==> src/rtl/div_unit.sv <==
// Iterative radix-2 restoring divider for RV32M DIV/DIVU/REM/REMU.
// One quotient bit per cycle; divide-by-zero and signed overflow finish right after accept.
module div_unit #(
    parameter int ARCH_LEN = 32
) (
    input  logic                clk,
    input  logic                rst,
    input  logic                valid_in,
    input  logic [1:0]          op,
    input  logic [ARCH_LEN-1:0] dividend,
    input  logic [ARCH_LEN-1:0] divisor,
    input  logic                flush,
    output logic [ARCH_LEN-1:0] result,
    output logic                done,
    output logic                stall_out
);

    localparam logic [1:0] S_IDLE = 2'd0;
    localparam logic [1:0] S_CALC = 2'd1;
    localparam logic [1:0] S_DONE = 2'd2;

    localparam logic [5:0]          LAST_ITER = 6'(ARCH_LEN - 1);
    localparam logic [ARCH_LEN-1:0] MIN_NEG   = {1'b1, {(ARCH_LEN-1){1'b0}}};

    logic [1:0]          state_q, state_d;
    logic [5:0]          cnt_q, cnt_d;
    logic [1:0]          op_q, op_d;
    logic                sa_q, sa_d;
    logic                sb_q, sb_d;
    logic [ARCH_LEN-1:0] dvsr_q, dvsr_d;
    logic [ARCH_LEN-1:0] rem_q, rem_d;
    logic [ARCH_LEN-1:0] quot_q, quot_d;
    logic [ARCH_LEN-1:0] result_q, result_d;

    logic [ARCH_LEN:0]   shifted;
    logic [ARCH_LEN:0]   trial;
    logic                fits;
    logic [ARCH_LEN-1:0] rem_next, quot_next, rem_fin, quot_fin;
    logic                is_signed;

    // Dividend bits are shifted out of quot_q's MSB while quotient bits enter at its LSB.
    assign shifted   = {rem_q, quot_q[ARCH_LEN-1]};
    assign trial     = shifted - {1'b0, dvsr_q};
    assign fits      = ~trial[ARCH_LEN];
    assign rem_next  = fits ? trial[ARCH_LEN-1:0] : shifted[ARCH_LEN-1:0];
    assign quot_next = {quot_q[ARCH_LEN-2:0], fits};
    assign quot_fin  = (sa_q ^ sb_q) ? -quot_next : quot_next;
    assign rem_fin   = sa_q ? -rem_next : rem_next;
    assign is_signed = ~op[0];

    always_comb begin
        state_d  = state_q;
        cnt_d    = cnt_q;
        op_d     = op_q;
        sa_d     = sa_q;
        sb_d     = sb_q;
        dvsr_d   = dvsr_q;
        rem_d    = rem_q;
        quot_d   = quot_q;
        result_d = result_q;

        case (state_q)
            S_IDLE: begin
                if (valid_in) begin
                    op_d = op;
                    sa_d = is_signed & dividend[ARCH_LEN-1];
                    sb_d = is_signed & divisor[ARCH_LEN-1];
                    if (divisor == '0) begin
                        result_d = op[1] ? dividend : '1;
                        state_d  = S_DONE;
                    end else if (is_signed && dividend == MIN_NEG && divisor == '1) begin
                        result_d = op[1] ? '0 : MIN_NEG;
                        state_d  = S_DONE;
                    end else begin
                        quot_d  = (is_signed & dividend[ARCH_LEN-1]) ? -dividend : dividend;
                        dvsr_d  = (is_signed & divisor[ARCH_LEN-1]) ? -divisor : divisor;
                        rem_d   = '0;
                        cnt_d   = '0;
                        state_d = S_CALC;
                    end
                end
            end
            S_CALC: begin
                rem_d  = rem_next;
                quot_d = quot_next;
                cnt_d  = cnt_q + 6'd1;
                if (cnt_q == LAST_ITER) begin
                    result_d = op_q[1] ? rem_fin : quot_fin;
                    state_d  = S_DONE;
                end
            end
            default: state_d = S_IDLE;
        endcase

        // Flush wins over both acceptance and completion.
        if (flush) begin
            state_d  = S_IDLE;
            result_d = result_q;
        end
    end

    always_ff @(posedge clk or posedge rst) begin
        if (rst) begin
            state_q  <= S_IDLE;
            cnt_q    <= '0;
            op_q     <= '0;
            sa_q     <= 1'b0;
            sb_q     <= 1'b0;
            dvsr_q   <= '0;
            rem_q    <= '0;
            quot_q   <= '0;
            result_q <= '0;
        end else begin
            state_q  <= state_d;
            cnt_q    <= cnt_d;
            op_q     <= op_d;
            sa_q     <= sa_d;
            sb_q     <= sb_d;
            dvsr_q   <= dvsr_d;
            rem_q    <= rem_d;
            quot_q   <= quot_d;
            result_q <= result_d;
        end
    end

    assign result    = result_q;
    assign done      = (state_q == S_DONE);
    assign stall_out = ~rst & (((state_q == S_IDLE) & valid_in & ~flush) | (state_q == S_CALC));

endmodule

==> config.mk <==
export PLATFORM = sky130hd
export DESIGN_NAME = div_unit
export DESIGN_NICKNAME = d
export VERILOG_FILES = /design/src/rtl/div_unit.sv
export SDC_FILE = /design/constraint.sdc
export NUM_CORES = 1
export LEC_CHECK = 0
export ABC_AREA = 1
export CAP_MARGIN = 0
export CORE_MARGIN = 3
export CORE_UTILIZATION = 45
export DETAILED_ROUTE_END_ITERATION = 8
export PLACE_DENSITY = 0.68
export SLEW_MARGIN = 0
export SYNTH_ARGS = -nofsm -noshare
export SYNTH_HDL_FRONTEND = slang
export SYNTH_SLANG_ARGS = --single-unit
==> constraint.sdc <==
create_clock -name clk -period 4.05 [get_ports clk]
set_input_delay 0.6075 -clock clk [delete_from_list [all_inputs] [get_ports clk]]
set_output_delay 0.6075 -clock clk [all_outputs]
set_load 0.01 [all_outputs]
After elaboration in Yosys (flattened, before gate mapping)
Cells that the tools add are included.
- add/subtract/negate cells: 6
- equal/unequal tests: 12
- multiplexer cells: 31
- bitwise logic cells: 13
- reduce and logical (&&, ||, !) cells: 10
- operator list (cell ; number):
    32-bit 2-to-1 mux ; 18
    32-bit case mux with 2 select lines ; 3
    32-bit negator ; 4
    32-bit == test (second input constant) ; 2
    33-bit by 32-bit subtractor with 33-bit output ; 1
    32-bit zero test ; 1
    6-bit 2-to-1 mux ; 3
    6-bit case mux with 2 select lines ; 1
    2-bit 2-to-1 mux ; 5
    3-bit != test (second input constant) ; 3
    2-bit != test (second input constant) ; 4
    4-bit AND reduction ; 2
    6-bit by 1-bit adder with 6-bit output (second input constant) ; 1
    6-bit by 5-bit == test with 1-bit output (second input constant) ; 1
    1-bit inverter ; 6
    1-bit bitwise AND ; 5
    5-bit AND reduction ; 1
    2-bit case mux with 2 select lines ; 1
    2-bit AND reduction ; 2
    2-bit by 1-bit == test with 1-bit output (second input constant) ; 1
    2-bit == test (second input constant) ; 1
    1-bit logical AND ; 2
    2-bit zero test ; 1
    2-bit nonzero test ; 1
    other kinds (2) ; 2
- register bits after elaboration: 140
- input bits: 70
- output and inout port bits: 34
- word-level logic and storage cells: 81

Logic depth before layout (Yosys ltp)
Gate-level depths: netlist of the first run.
- depth after elaboration: 8
- mapped depth: 30
- gate-level depth less buffers: 29

Worst setup path after synthesis of the first run
OpenSTA, ideal clock, no wires.
- kind: flip-flop to flip-flop
- start point: register quot_q[31]
- end point: register result_q[28] (netlist: result[28])
- setup time: 0.077 ns
- arrival time: 3.580 ns
- required time: 3.973 ns
- path slack: 0.393 ns
- cell stages (with the launch flop): 30
- buffers on the path: 1
- clock period less this slack: 3.657 ns
- cells stage by stage: dfrtp_1 > inv_1 > ha_1 > inv_1 > fa_1 > nand2_1 > nand2_1 > nand3_1 > nand2_2 > nand2_2 > nand2_2 > nand2_4 > nand3_2 > nand2_4 > buf_2 > ha_1 > nand4_1 > nor2_1 > nand4_1 > nor2_1 > nand3_1 > nor2_1 > nand3_1 > nand2_1 > o21ai_0 > a21oi_1 > o21ai_0 > nand2_1 > nand2_1 > a21oi_1
- word-level cells in the longest chain between the ends: 7
- elaborated cells between the ends (all ways): 10
- those cells by class: add/sub (3); mux (6); bitwise (1)
- ends and longest elaborated chain (item ; line ; RTL):
    start, declared ; 32 ; logic [ARCH_LEN-1:0] quot_q, quot_d;
    start signal, assigned ; 121 ; quot_q <= quot_d;
    33-bit by 32-bit subtractor with 33-bit output ; 43 ; assign trial = shifted - {1'b0, dvsr_q};
    32-bit 2-to-1 mux / 1-bit inverter (equally long branches) ; 45, 44 ;
    32-bit negator (on tied branches) ; 48, 47 ;
    32-bit 2-to-1 mux (on tied branches) ; 48, 47 ;
    32-bit 2-to-1 mux (*) ; 88 ; result_d = op_q[1] ? rem_fin : quot_fin;
    32-bit 2-to-1 mux (*) ; 87 ; if (cnt_q == LAST_ITER) begin
    32-bit case mux with 2 select lines (*) ; 62 ; case (state_q)
    end signal, assigned ; 122 ; result_q <= result_d;
    end, declared ; 33 ; logic [ARCH_LEN-1:0] result_q, result_d;
Mark *: on every way between the ends. The rest lies on a longest branch, timed or not. The select of a mux whose other input is x is not followed.
A chain may end at the register's enable or synchronous reset.

Final worst setup path of the first run
- start point: register dvsr_q[30]
- end point: register result_q[13] (netlist: result[13])
- word-level cells in the longest chain between the ends: 7
- elaborated cells between the ends (all ways): 10
- those cells by class: add/sub (3); mux (6); bitwise (1)
- ends and longest elaborated chain (item ; line ; RTL):
    start, declared ; 30 ; logic [ARCH_LEN-1:0] dvsr_q, dvsr_d;
    start signal, assigned ; 119 ; dvsr_q <= dvsr_d;
    33-bit by 32-bit subtractor with 33-bit output (*) ; 43 ;
    32-bit 2-to-1 mux / 1-bit inverter (equally long branches) ; 45, 44 ;
    32-bit negator (on tied branches) ; 48, 47 ;
    32-bit 2-to-1 mux (on tied branches) ; 48, 47 ;
    32-bit 2-to-1 mux (*) ; 88 ;
    32-bit 2-to-1 mux (*) ; 87 ;
    32-bit case mux with 2 select lines (*) ; 62 ;
Marks and branches as above.

==> results.txt, run 1 <==
----------------------------------------------------
[Timing]
  Setup-violating endpoint count in the final report ... 0
  Max Freq ... 260.2 MHz
  Tightest hold margin ... 0.4972 ns
  Final count of pins violating max slew ... 0
  Slew at the pin with the worst max-slew slack ... 0.9405 ns
  Setup ws final ... 0.2065 ns
  Final min period ... 3.844 ns
  Clock tree skew after final layout ... 0.01416 ns
  Final Hold Viols ... 0
  Period utilisation layout ... 94.90%
  Relative slew margins ... 37.23%

[Floorplanning]
  Initial core utilization ... 46.36%
  Die Wd ... 176.6 microns
  Die outline area ... 31,180 sq um
  CORE AREA ... 28,240 sq um
  Vertical extent of the die ... 176.6 microns
  Std-Cell Rows ... 61
  Number of I/O pins ... 104

[Critical path]
  Peak fanout along the critical path ... 27
  Slowest cell delay on critical path ... 0.42 ns
  Worst path arrival time ... 4.20 ns
  Worst path slowest cell ... sky130_fd_sc_hd__ha_2
  Worst r2r dst ... result[13]$_DFFE_PP0P_
  Kind of cell adding the most delay to the critical path ... simple AND/OR/NAND/NOR gates
  Critical path buffers and inverters ... 5
  Library cell appearing most often on the critical path ... sky130_fd_sc_hd__nand2_1
  Type of destination of the critical path ... flop
  CP cell instances ... inv_1 -> ha_2 -> nand2_1 -> nor2_1 -> nand2_1 -> inv_1 -> a21oi_4 -> buf_4 -> nand2_4 -> nand2_4 -> nand2_4 -> buf_4 -> buf_4 -> nand2_1 -> nand2_2 -> nand2_1 -> nor2_1 -> nand3_1 -> nand2_2 -> nor2_1 -> o21ai_1 -> nand2_1 -> a21oi_1
  Setup crit start kind ... flop
  Worst r2r src ... dvsr_q[30]$_DFFE_PP0P_
  Class of the most critical setup path ... reg2reg
  Cell depth of the worst flop-to-flop path ... 23
  Worst EP required ... 4.41 ns
  Minimum setup slack among reg-to-reg paths ... 0.21 ns

[Synthesis]
  Compound-gate portion of the synthesized area ... 14.39%
  Yosys synthesis warning count ... 0
  Portion of netlist area occupied by mux cells ... 0%
  Part of the Yosys area used for sequential elements ... 26.57%
  Main synth FF type ... sky130_fd_sc_hd__dfrtp_1
  Average size of a mapped cell ... 6.027 sq um
  Post-synth EDFFs ... 0
  Post-synthesis share of cell area spent on full adders, half adders and majority gates ... 3.785%
  Largest family of logic cells by synthesized area ... simple AND/OR/NAND/NOR gates
  Post-synthesis cell type count ... 55
  Total standard cell area after synthesis ... 13,090 sq um
  Post-Synthesis Cells ... 2,172
  Number of flip-flops and latches in the synthesized netlist ... 139
  Share of the synthesized netlist area taken by xor and xnor gates ... 4.416%
  Share of synthesized cell area in and, or, nand and nor gates ... 38.74%
  Proportion of synthesized flip-flops having asynchronous set or reset ... 100.0%
  Number of nets produced by synthesis ... 2,281

[Clock tree]
  Clk sinks ... 139
  Root buf cell ... sky130_fd_sc_hd__clkbuf_16
  Clk pin slew, worst setup/hold paths ... 0.07 ns
  TritonCTS Buffers ... 17
  H-tree depth reported by CTS ... 4
  Hold-fix buffer count after cts ... 0
  Max Root-Sink Buffers ... 2
  Clock tree from TritonCTS ... done
  Later-pin clock latency in the skew report ... 0.44 ns

[Global route]
  Global-route usage over all layers ... 28.82%
  GR Overflow Total ... 0
  Via count of the first global-routing pass ... 13,010
  Initial antenna violation count ... 0
  Largest net degree at the start of global routing ... 69
  Wire length of the first global-routing pass ... 71.06 mm

[Drt]
  Post-detailed-routing wire length ... 45.62 mm
  Router iterations before antenna repair ... 5
  Total number of vias ... 14,380
  Vias per cell ... 5.409
  Remaining DRCs ... 0
  Post-detailed-route count of antenna-violating nets ... 0
  Wire length per cell ... 17.16 microns
  Number of DRC violations after detailed-routing iteration 0 ... 1,598

[Worst hold path]
  Worst hold-check path type ... reg2reg
  Launch point of the worst hold path ... dvsr_q[15]$_DFFE_PP0P_
  Endpoint of the worst hold path ... dvsr_q[15]$_DFFE_PP0P_
  Cell count of the worst hold path ... 2

[Flow run]
  Number of maximum-capacitance constraint violations ... 0

[Final layout]
  Most common cell after layout, fill and taps aside ... sky130_fd_sc_hd__nand2_1
  Final layout net count ... 2,376
  Antenna fix cells ... 0
  Commonest cells after routing, fill and taps aside ... 643 x sky130_fd_sc_hd__nand2_1, 316 x sky130_fd_sc_hd__inv_1, 250 x sky130_fd_sc_hd__nor2_1
  Proportion of layout cells with a drive suffix above 1 ... 8.070%
  Layout area overhead ... 18.16%

[Placed design]
  Number of buffer cells added on primary ports ... 103
  Placer Congestion ... 0.9532
  HPWL after detailed placement ... 35.34 mm
  Post-placement setup slack ... 0.08031 ns

[Status]
  Result of the run ... finished, final reports clean

----------------------------------------------------
## cell usage after synthesis, types with 15 or more instances
library cell | instances | share of area, %
sky130_fd_sc_hd__nor2_1 | 257 | 7.4
sky130_fd_sc_hd__nor3_1 | 39 | 1.5
sky130_fd_sc_hd__ha_1 | 38 | 3.6
sky130_fd_sc_hd__dfrtp_1 | 139 | 27
sky130_fd_sc_hd__nand2_2 | 23 | 1.1
sky130_fd_sc_hd__o21ai_1 | 21 | 0.80
sky130_fd_sc_hd__a21oi_1 | 118 | 4.5
sky130_fd_sc_hd__xor2_1 | 55 | 3.7
sky130_fd_sc_hd__inv_1 | 322 | 9.2
sky130_fd_sc_hd__o21ai_0 | 105 | 4.0
sky130_fd_sc_hd__nand4_1 | 29 | 1.4
sky130_fd_sc_hd__nand3_1 | 138 | 5.3
sky130_fd_sc_hd__nand2_1 | 646 | 19
sky130_fd_sc_hd__a221oi_1 | 16 | 1.1
sky130_fd_sc_hd__buf_2 | 15 | 0.57
sky130_fd_sc_hd__clkbuf_1 | 46 | 1.3
sky130_fd_sc_hd__o22ai_1 | 36 | 1.7
## worst max path at each step
stage | from | to | cells after the start
floorplan | quot_q[31]$_DFFE_PP0P_ | result[28]$_DFFE_PP0P_ | 29
global placement | dividend[0] | quot_q[7]$_DFFE_PP0P_ | 14
detailed placement | dividend[0] | dvsr_q[31]$_DFFE_PP0P_ | 16
CTS | quot_q[31]$_DFFE_PP0P_ | result[28]$_DFFE_PP0P_ | 28
global route | quot_q[31]$_DFFE_PP0P_ | result[28]$_DFFE_PP0P_ | 28
finish | dvsr_q[30]$_DFFE_PP0P_ | result[13]$_DFFE_PP0P_ | 23
## registers in the layout, summed over array words and instances, names as in the netlist
name	count
rem_q	32
state_q	2
sa_q	1
cnt_q	6
op_q	1
result	32
dvsr_q	32
quot_q	32
sb_q	1
## worst reg2reg max path, stage by stage, from the launching register on
cell and delay, ns:
sky130_fd_sc_hd__dfrtp_1 0.32, sky130_fd_sc_hd__inv_1 0.13, sky130_fd_sc_hd__ha_2 0.43, sky130_fd_sc_hd__nand2_1 0.09, sky130_fd_sc_hd__nor2_1 0.15, sky130_fd_sc_hd__nand2_1 0.13
sky130_fd_sc_hd__inv_1 0.11, sky130_fd_sc_hd__a21oi_4 0.08, sky130_fd_sc_hd__buf_4 0.16, sky130_fd_sc_hd__nand2_4 0.09, sky130_fd_sc_hd__nand2_4 0.06, sky130_fd_sc_hd__nand2_4 0.09
sky130_fd_sc_hd__buf_4 0.24, sky130_fd_sc_hd__buf_4 0.34, sky130_fd_sc_hd__nand2_1 0.11, sky130_fd_sc_hd__nand2_2 0.14, sky130_fd_sc_hd__nand2_1 0.08, sky130_fd_sc_hd__nor2_1 0.18
sky130_fd_sc_hd__nand3_1 0.12, sky130_fd_sc_hd__nand2_2 0.18, sky130_fd_sc_hd__nor2_1 0.06, sky130_fd_sc_hd__o21ai_1 0.22, sky130_fd_sc_hd__nand2_1 0.09, sky130_fd_sc_hd__a21oi_1 0.17
## cell type report
class	instances	area [sq um]
timing repair buffer	147	1386
inverter	336	1265
clock buffer	17	425.4
fill	2876	12770
clock inverter	15	156.4
tap	378	473.0
multi-input combinational	1626	8284
sequential	139	3478
## per-stage QoR
| step | cell area [sq um] | util, % | cells | setup TNS, ns |
|---|---|---|---|---|
| global route | 15470 | 54.78 | 2658 | -0.006095 |
| floorplan | 13100 | - | 2172 | 0 |
| detailed placement | 14620 | 51.75 | 2622 | 0 |
| CTS | 15200 | 53.81 | 2654 | 0 |
| finish | 15470 | 54.78 | 2658 | 0 |
| global placement | 14620 | 51.75 | 2622 | 0 |
## layer usage
metal	track usage (%)	wire length, microns	part of all wire (%)	vias to the layer above
met1	40.75	20260	44	6591
li1	-	-	-	7143
met3	4.645	3581	7.9	83
met2	45.11	20410	45	560
met5	0	0	0	-
met4	9.296	1370	3.0	0
## what timing repair did
action | 4_1_cts | 5_1_grt
buffers inserted | 0 | 4
endpoints found under the setup margin | 0 | 22
endpoints found under the hold margin | 0 | 0
gates resized for setup | 0 | 49
## cells by family (layout without fill, tap and decap cells)
| kind of cell | count (synthesis) | after routing |
|---|---|---|
| and+or+nand+nor | 1190 | 1190 |
| adders and majority gates | 39 | 39 |
| AOI/OAI and AO/OA | 331 | 331 |
| buffers and inverters | 407 | 515 |
| xor gates and xnor gates | 66 | 66 |
| DFF | 139 | 139 |
Power of run 1 is not shown: default switching activity piles up to over one toggle a cycle in this logic, so the estimate is an artifact.
==> run 2, diff against run 1 <==
--- a/config.mk
+++ b/config.mk
@@ -9,6 +9,7 @@
 export CAP_MARGIN = 0
 export CORE_MARGIN = 3
 export CORE_UTILIZATION = 45
+export CTS_BUF_LIST = sky130_fd_sc_hd__clkbuf_8
 export DETAILED_ROUTE_END_ITERATION = 8
 export PLACE_DENSITY = 0.68
 export SLEW_MARGIN = 0
==> run 2 against run 1 <==
Global-route usage down 0.17 points; via count up 0.20%; flip-flop and latch count unchanged; routed wire length down 0.55%; final cell count about the same; maximum frequency about the same; clock skew up 0.011 ns; sequential share of layout area up 0.27 points; worst hold slack better by 0.0072 ns; count of clock-buffer cells in the layout unchanged; highest routed layer unchanged.
==> results.txt, run 2 (synthesized netlist as in run 1, its figures left out) <==
----------------------------------------------------
[Status]
  Result of the run ... finished, final reports clean

[Drt]
  Vias per cell ... 5.418
  Number of DRC violations after detailed-routing iteration 0 ... 1,589
  Post-detailed-routing wire length ... 45.37 mm
  Post-detailed-route count of antenna-violating nets ... 0
  Remaining DRCs ... 0
  Total number of vias ... 14,410
  Router iterations before antenna repair ... 5
  Wire length per cell ... 17.06 microns

[Global route]
  Initial antenna violation count ... 0
  GR Overflow Total ... 0
  Wire length of the first global-routing pass ... 70.66 mm
  Via count of the first global-routing pass ... 12,950
  Largest net degree at the start of global routing ... 69
  Global-route usage over all layers ... 28.65%

[Flow run]
  Number of maximum-capacitance constraint violations ... 0

[Critical path]
  Class of the most critical setup path ... reg2reg
  Worst EP required ... 4.45 ns
  Peak fanout along the critical path ... 27
  Worst path arrival time ... 4.24 ns
  Worst r2r dst ... result[13]$_DFFE_PP0P_
  Worst r2r src ... dvsr_q[30]$_DFFE_PP0P_
  Setup crit start kind ... flop
  Type of destination of the critical path ... flop
  Minimum setup slack among reg-to-reg paths ... 0.21 ns
  Cell depth of the worst flop-to-flop path ... 23

[Timing]
  Clock tree skew after final layout ... 0.02520 ns
  Final min period ... 3.842 ns
  Max Freq ... 260.3 MHz
  TNS Setup ... 0 ns
  Setup-violating endpoint count in the final report ... 0
  Slew at the pin with the worst max-slew slack ... 0.9544 ns
  Final count of pins violating max slew ... 0
  Final Hold Viols ... 0
  Period utilisation layout ... 94.87%
  Relative slew margins ... 36.30%

[Worst hold path]
  Launch point of the worst hold path ... dvsr_q[15]$_DFFE_PP0P_
  Endpoint of the worst hold path ... dvsr_q[15]$_DFFE_PP0P_
  Cell count of the worst hold path ... 2
  Worst hold-check path type ... reg2reg

[Placed design]
  Number of buffer cells added on primary ports ... 103
  Placer Congestion ... 0.9532
  HPWL after detailed placement ... 35.34 mm
  Area after detailed placement ... 14,620 sq um

[Clock tree]
  Later-pin clock latency in the skew report ... 0.48 ns
  Clock tree from TritonCTS ... done
  Hold-fix buffer count after cts ... 0
  TritonCTS Buffers ... 17
  H-tree depth reported by CTS ... 4
  Max Root-Sink Buffers ... 2
  Clk sinks ... 139
  Root buf cell ... sky130_fd_sc_hd__clkbuf_8
  Clk pin slew, worst setup/hold paths ... 0.10 ns

[Final layout]
  Proportion of layout cells with a drive suffix above 1 ... 8.110%
  Area of all placed cells without fillers ... 15,280 sq um
  Most common cell after layout, fill and taps aside ... sky130_fd_sc_hd__nand2_1
  Layout area overhead ... 16.75%
  Final standard cell utilization of the core ... 54.12%
  Final layout net count ... 2,377
  Sequential cell area ... 3478 sq um
  Commonest cells after routing, fill and taps aside ... 643 x sky130_fd_sc_hd__nand2_1, 316 x sky130_fd_sc_hd__inv_1, 250 x sky130_fd_sc_hd__nor2_1
  Fill cell total of the finished layout ... 2,904
  Multi-input gate area ... 8284 sq um
  Antenna fix cells ... 0

[Floorplanning]
  Vertical extent of the die ... 176.6 microns
  Number of I/O pins ... 104
  Die Wd ... 176.6 microns
  CORE AREA ... 28,240 sq um
  Std-Cell Rows ... 61
  Initial core utilization ... 46.36%
  Die outline area ... 31,180 sq um

----------------------------------------------------
[run 2: how the worst max path moves through the flow]
stage,startpoint,endpoint,slack [ns]
2_1_floorplan,quot_q[31]$_DFFE_PP0P_,result[28]$_DFFE_PP0P_,0.39
3_3_place_gp,dividend[0],quot_q[7]$_DFFE_PP0P_,0.16
3_5_place_dp,dividend[0],dvsr_q[31]$_DFFE_PP0P_,0.08
4_1_cts,quot_q[31]$_DFFE_PP0P_,result[28]$_DFFE_PP0P_,0.11
5_1_grt,dvsr_q[22]$_DFFE_PP0P_,result[20]$_DFFE_PP0P_,-0.001
6_report,dvsr_q[30]$_DFFE_PP0P_,result[13]$_DFFE_PP0P_,0.21
[run 2: timing repair]
| item | 4_1_cts | 5_1_grt |
|---|---|---|
| buffers inserted | 0 | 5 |
| setup endpoints to repair | 0 | 23 |
| resized for setup | 0 | 49 |
[run 2: per-layer routing]
metal | vias to the layer above | global-route usage [%] | wire, microns
li1 | 7140 | - | -
met2 | 613 | 44.90 | 20320
met4 | 0 | 8.773 | 1324
met5 | - | 0 | 0
met3 | 75 | 5.312 | 3945
met1 | 6578 | 40.23 | 19770
[run 2: critical path, cell delays in order (launching register included)]
cell                      delay [ns]
sky130_fd_sc_hd__dfrtp_1        0.33
sky130_fd_sc_hd__inv_1          0.13
sky130_fd_sc_hd__ha_2           0.42
sky130_fd_sc_hd__nand2_1        0.09
sky130_fd_sc_hd__nor2_1         0.15
sky130_fd_sc_hd__nand2_1        0.14
sky130_fd_sc_hd__inv_1          0.11
sky130_fd_sc_hd__a21oi_4        0.08
sky130_fd_sc_hd__buf_4          0.16
sky130_fd_sc_hd__nand2_4        0.09
sky130_fd_sc_hd__nand2_4        0.06
sky130_fd_sc_hd__nand2_4        0.08
sky130_fd_sc_hd__buf_4          0.24
sky130_fd_sc_hd__buf_4          0.33
sky130_fd_sc_hd__nand2_1        0.10
sky130_fd_sc_hd__nand2_2        0.14
sky130_fd_sc_hd__nand2_1        0.08
sky130_fd_sc_hd__nor2_1         0.18
sky130_fd_sc_hd__nand3_1        0.12
sky130_fd_sc_hd__nand2_2        0.19
sky130_fd_sc_hd__nor2_1         0.07
sky130_fd_sc_hd__o21ai_1        0.21
sky130_fd_sc_hd__nand2_1        0.09
sky130_fd_sc_hd__a21oi_1        0.17
[run 2: metrics by stage]
stage | setup slack, ns | hold WS [ns] | instances
after detailed placement | 0.08031 | 0.4772 | 2622
after global placement | 0.1565 | 0.4708 | 2622
after floorplan | 0.3928 | 0.4530 | 2172
after global routing | -0.001045 | 0.5300 | 2659
after CTS | 0.1114 | 0.5007 | 2654
final | 0.2079 | 0.5045 | 2659
[run 2: area by class of cell]
cell class                      instances  area share (%)
Clock buffer                           17           1.531
Clock inverter                         15           1.023
Inverter                              336           8.276
Multi-Input combinational cell       1626           54.20
Sequential cell                       139           22.76
Tap cell                              378           3.094
Timing Repair Buffer                  148           9.119
Power of run 2 is left out for the same reason.
